File: config.mk
export PLATFORM = sky130hd
export DESIGN_NAME = fetch_ctrl
export DESIGN_NICKNAME = d
export VERILOG_FILES = /design/src/rtl/fetch_pkg.sv /design/src/rtl/fetch_parity.sv /design/src/rtl/fetch_ctrl.sv
export SDC_FILE = /design/constraint.sdc
export NUM_CORES = 1
export LEC_CHECK = 0
export BUFFER_PORTS_ARGS = -buffer_cell sky130_fd_sc_hd__buf_2
export CAP_MARGIN = 20
export CORE_MARGIN = 1.5
export CORE_UTILIZATION = 35
export CTS_CLUSTER_DIAMETER = 200
export DETAILED_ROUTE_END_ITERATION = 8
export GPL_ROUTABILITY_DRIVEN = 0
export GPL_TIMING_DRIVEN = 0
export HOLD_SLACK_MARGIN = 0.12
export MAX_ROUTING_LAYER = met4
export PLACE_DENSITY_LB_ADDON = 0.08
export SKIP_LAST_GASP = 1
export SLEW_MARGIN = 20
export SYNTH_ARGS = -nofsm -noshare
export SYNTH_HDL_FRONTEND = slang
export SYNTH_SLANG_ARGS = --single-unit
File: constraint.sdc
create_clock -name clk -period 3.15 [get_ports clk]
set_input_delay 0.63 -clock clk [delete_from_list [all_inputs] [get_ports clk]]
set_output_delay 0.63 -clock clk [all_outputs]
set_load 0.05 [all_outputs]
File: src/rtl/fetch_pkg.sv
// fetch_pkg: shared definitions for the instruction fetch controller.
//   - default address / data widths
//   - HALT opcode value
//   - FSM state enumeration (ST_ERROR exists only when FETCH_PARITY_EN is defined)
package fetch_pkg;

    localparam int unsigned ADDR_W_DEF = 12;
    localparam int unsigned DATA_W_DEF = 8;

    localparam logic [3:0] OP_HALT = 4'hF;

    typedef enum logic [2:0] {
        ST_IDLE,
        ST_READ,
        ST_WAIT,
        ST_PRESENT,
        ST_ADVANCE
`ifdef FETCH_PARITY_EN
        ,
        ST_ERROR
`endif
    } state_t;

endpackage

File: src/rtl/fetch_parity.sv
// fetch_parity: combinational parity checker for one ROM word.
//   i_data [DATA_W] : ROM word
//   i_par  [1]      : stored parity bit (even parity over word + bit)
//   o_err  [1]      : high when the XOR of all DATA_W+1 bits is 1
// Only instantiated when FETCH_PARITY_EN is defined.
module fetch_parity #(
    parameter int unsigned DATA_W = 8
) (
    input  logic [DATA_W-1:0] i_data,
    input  logic              i_par,
    output logic              o_err
);

    assign o_err = ^{i_data, i_par};

endmodule

File: src/rtl/fetch_ctrl.sv
// fetch_ctrl: instruction fetch sequencer between an external program
// counter, a synchronous ROM and a valid/ready downstream consumer.
//
// Ports:
//   clk, rst         : clock (rising edge), asynchronous active-high reset
//   start            : begin fetching from pc (sampled only in IDLE)
//   pc       [ADDR_W]: current value of the upstream program counter
//   pc_inc           : one-cycle counter-enable pulse after a non-HALT transfer
//   rom_rd           : ROM read strobe
//   rom_addr [ADDR_W]: ROM address (pc while reading, 0 otherwise)
//   rom_data [DATA_W]: ROM word, valid the cycle after rom_rd
//   instr  [DATA_W/2]: registered opcode (upper half of the word)
//   oprnd  [DATA_W/2]: registered operand (lower half of the word)
//   valid / ready    : downstream handshake, transfer when both high at a clock edge
//   busy             : high in every state except IDLE
//   rom_par, par_err : only with FETCH_PARITY_EN; parity input and sticky error flag
//
// Build option: define FETCH_PARITY_EN to add ROM parity checking and the
// ERROR state (left only through rst).
module fetch_ctrl
    import fetch_pkg::*;
#(
    parameter int unsigned ADDR_W = ADDR_W_DEF,
    parameter int unsigned DATA_W = DATA_W_DEF
) (
    input  logic                clk,
    input  logic                rst,
    input  logic                start,
    input  logic [ADDR_W-1:0]   pc,
    output logic                pc_inc,
    output logic                rom_rd,
    output logic [ADDR_W-1:0]   rom_addr,
    input  logic [DATA_W-1:0]   rom_data,
`ifdef FETCH_PARITY_EN
    input  logic                rom_par,
    output logic                par_err,
`endif
    output logic [DATA_W/2-1:0] instr,
    output logic [DATA_W/2-1:0] oprnd,
    output logic                valid,
    input  logic                ready,
    output logic                busy
);

    localparam int unsigned  HALF   = DATA_W / 2;
    localparam logic [HALF-1:0] L_HALT = HALF'(OP_HALT);

    state_t              r_state;
    logic                r_pc_inc;
    logic                r_rom_rd;
    logic [HALF-1:0]     r_instr;
    logic [HALF-1:0]     r_oprnd;
    logic                r_valid;
    logic                r_busy;
    logic [ADDR_W-1:0]   w_rom_addr;
    logic                w_word_bad;

`ifdef FETCH_PARITY_EN
    logic                r_par_err;

    fetch_parity #(
        .DATA_W (DATA_W)
    ) u_parity (
        .i_data (rom_data),
        .i_par  (rom_par),
        .o_err  (w_word_bad)
    );

    assign par_err = r_par_err;
`else
    assign w_word_bad = 1'b0;
`endif

    // rom_addr is decoded from the state rather than registered: READ
    // following ADVANCE must show the pc value the counter produced on the
    // same edge that entered READ.
    always_comb begin
        w_rom_addr = '0;
        if (r_state == ST_READ) begin
            w_rom_addr = pc;
        end
    end

    // Single FSM process; every output flag is registered together with the
    // state it belongs to.
    always_ff @(posedge clk or posedge rst) begin
        if (rst) begin
            r_state   <= ST_IDLE;
            r_pc_inc  <= 1'b0;
            r_rom_rd  <= 1'b0;
            r_instr   <= '0;
            r_oprnd   <= '0;
            r_valid   <= 1'b0;
            r_busy    <= 1'b0;
`ifdef FETCH_PARITY_EN
            r_par_err <= 1'b0;
`endif
        end else begin
            case (r_state)
                ST_IDLE: begin
                    if (start) begin
                        r_state  <= ST_READ;
                        r_rom_rd <= 1'b1;
                        r_busy   <= 1'b1;
                    end
                end
                ST_READ: begin
                    r_state  <= ST_WAIT;
                    r_rom_rd <= 1'b0;
                end
                ST_WAIT: begin
                    if (w_word_bad) begin
`ifdef FETCH_PARITY_EN
                        r_state   <= ST_ERROR;
                        r_par_err <= 1'b1;
`endif
                    end else begin
                        r_state <= ST_PRESENT;
                        r_instr <= rom_data[DATA_W-1:HALF];
                        r_oprnd <= rom_data[HALF-1:0];
                        r_valid <= 1'b1;
                    end
                end
                ST_PRESENT: begin
                    if (ready) begin
                        r_valid <= 1'b0;
                        if (r_instr == L_HALT) begin
                            r_state <= ST_IDLE;
                            r_busy  <= 1'b0;
                        end else begin
                            r_state  <= ST_ADVANCE;
                            r_pc_inc <= 1'b1;
                        end
                    end
                end
                ST_ADVANCE: begin
                    r_state  <= ST_READ;
                    r_pc_inc <= 1'b0;
                    r_rom_rd <= 1'b1;
                end
`ifdef FETCH_PARITY_EN
                ST_ERROR: begin
                    r_state <= ST_ERROR;
                end
`endif
                default: begin
                    r_state  <= ST_IDLE;
                    r_pc_inc <= 1'b0;
                    r_rom_rd <= 1'b0;
                    r_valid  <= 1'b0;
                    r_busy   <= 1'b0;
                end
            endcase
        end
    end

    assign pc_inc   = r_pc_inc;
    assign rom_rd   = r_rom_rd;
    assign rom_addr = w_rom_addr;
    assign instr    = r_instr;
    assign oprnd    = r_oprnd;
    assign valid    = r_valid;
    assign busy     = r_busy;

endmodule

==> out/qor.csv <==
metric,value,unit
outcome,finished clean,
largest net degree at the start of global routing,16,
H-tree levels,1,
drt first pass iters,4,
Area Growth Syn to Fin,38.3,%
asr flop ratio synth,100,%
CP cell instances,buf_2 -> nor3_2 -> clkbuf_2 -> and2_1 -> buf_2,
clock skew,0.00545,ns
CP Buf/Inv Count,3,
CP arrival,1.66,ns
Syn. warnings,0,
share of the synthesized area in the top cell type,48.7,%
Slew headroom,62.8,%
crit-path max cell delay,0.38,ns
post-DR vias/cell,4.62,
global route overflow,0,
crit-path max FO,10,
Seq. cell area,375,um2
Clock Path Buffers,2,
"CTS clk-pin slew, worst paths",0.09,ns
CP Class,flip-flop to output pin,
Post-synth EDFFs,0,
Starting DRT DRC Count,8,
post-route ant nets,0,
Detail Placement HPWL,1230,um
post-layout instance area,1070,um2
Fmax,437,MHz
IO Port Bufs,47,
CP top delay family,buffers and inverters,
synthesized area,771,um2
HP Class,primary input to asynchronous set/reset pin,
Synth Instances,66,
clock tree sinks,15,
Die Wd,49.9,um
Setup Buffers After CTS,0,
share of layout cells above drive strength 1,57.3,%
final WL,1550,um
global-route wire length before repair,2620,um
Pins Over Slew Limit,0,
RSZ-0062 raised after global routing,no,
number of global-route vias before repair,587,
initial cell density of the core,38.1,%
number of cell rows,16,
"Top FF cell, synth",dfrtp_1,
CORE AREA,2020,um2
CP Capture Type,output pin,
Tightest Pin Transition,0.557,ns
antenna violations before repair,0,
Most Frequent Cell on Critical Path,buf_2,
fillers,198,
area of the multi-input gates,334,um2
vias,665,
clock latency on the worst-skew pair,0.28,ns
Required @ worst endpoint,2.52,ns
Synth area leader,dfrtp_1,
Die Height,49.9,um
DRC errors left,0,
Syn Nets,90,
number of buffers created by CTS,3,
ant diodes,0,
max_cap viols,0,
final setup fails,0,
wire length per cell,10.8,um
Total GRT Usage,14.1,%
CTS Hold Buffers Added,0,
Worst setup SP type,flip-flop,
Synth cell types,25,
dpl cell area,1040,um2
I/O pin total,48,
CTS tree,yes,
slowest CP cell,dfrtp_1,
Root Buffer,clkbuf_4,
"Avg Cell Area, Syn",11.7,um2
# nets final,142,
final hold vios,0,
Die Area,2490,um2
Synth area leaders,"dfrtp_1 (49%), mux2_4 (16%), and2_1 (9.7%)",
PostCTS Resize Cnt,0,
register bit total from synthesis,15,
fin crit share,72.6,%
post-synthesis sequential area ratio,48.7,%
post-route minimum period,2.29,ns
Setup TNS Final,0,ns
-- cells by family (layout without fill, tap and decap cells) --
logic type / after synthesis / in the layout / share of synthesized area [%]
AO/OA/AOI/OAI: 12 / 12 / 10.7
buffers and inverters: 10 / 61 / 7.95
flip-flops: 15 / 15 / 48.7
multiplexers: 8 / 8 / 15.6
AND/OR/NAND/NOR: 21 / 21 / 17.0
-- cells in the final DEF (no fill, tap or decap), types with 3 or more instances in the layout --
cell      synthesis  layout
mux2_4            8       8
clkbuf_4          0       3
buf_2             1      48
a21oi_1           3       3
nor2_1            3       3
and2_1           12      12
inv_1             3       3
dfrtp_1          15      15
-- cells in the mapped netlist (2+ instances only) --
| library cell | count |
|---|---|
| dfrtp_1 | 15 |
| and2_1 | 12 |
| mux2_4 | 8 |
| a21oi_1 | 3 |
| inv_1 | 3 |
| nor2_1 | 3 |
| buf_6 | 2 |
| nand2b_1 | 2 |
| o21ai_0 | 2 |
-- routing by layer --
metal  vias to the layer above  GRT usage, %  wire length (um)
li1                        325             -                 -
met1                       317          17.5               688
met2                        21          22.0               772
met3                         2          5.45                80
met4                         0          2.78                 7
met5                         -             -                 0
-- through the flow --
step	hold WS (ns)	utilization [%]	instances	setup WS, ns
5_1_grt	0.408	52.7	144	0.700
3_3_place_gp	0.488	51.4	140	1.17
2_1_floorplan	0.531	-	66	1.20
6_report	0.381	52.7	144	0.864
3_5_place_dp	0.494	51.4	140	1.15
4_1_cts	0.410	52.7	144	0.836
-- state kept, by name, indices dropped and copies added, names as in the netlist --
signal and count:
instr 4, oprnd 4, r_state 3, busy 1
pc_inc 1, rom_rd 1, valid 1
-- area by class of cell --
class | count | share of cell area (%)
clock buffers | 4 | 2.46
plain buffers | 5 | 3.76
well taps | 27 | 3.17
flip-flops and latches | 15 | 35.2
repair buffers | 47 | 22.1
multi-input cells | 41 | 31.3
inverters | 5 | 2.00
-- path summary, 6_finish.rpt --
kind	end	start	slack [ns]	cells after the start
worst max-delay path	rom_addr[7]	r_state[1]$_DFFE_PP0P_	0.86	5
worst min-delay path	oprnd[2]$_DFFE_PP0P_	rst	0.38	2
worst max register to register	oprnd[1]$_DFFE_PP0P_	r_state[0]$_DFFE_PP0P_	1.80	5
worst min register to register	oprnd[3]$_DFFE_PP0P_	oprnd[3]$_DFFE_PP0P_	0.51	1
max in group asynchronous	instr[1]$_DFFE_PP0P_	rst	2.40	2
min in group clk	oprnd[3]$_DFFE_PP0P_	oprnd[3]$_DFFE_PP0P_	0.51	1
Power is left out: the tool's default activity adds up to more than one toggle a clock period on the data nets, which glitch-free logic cannot reach.
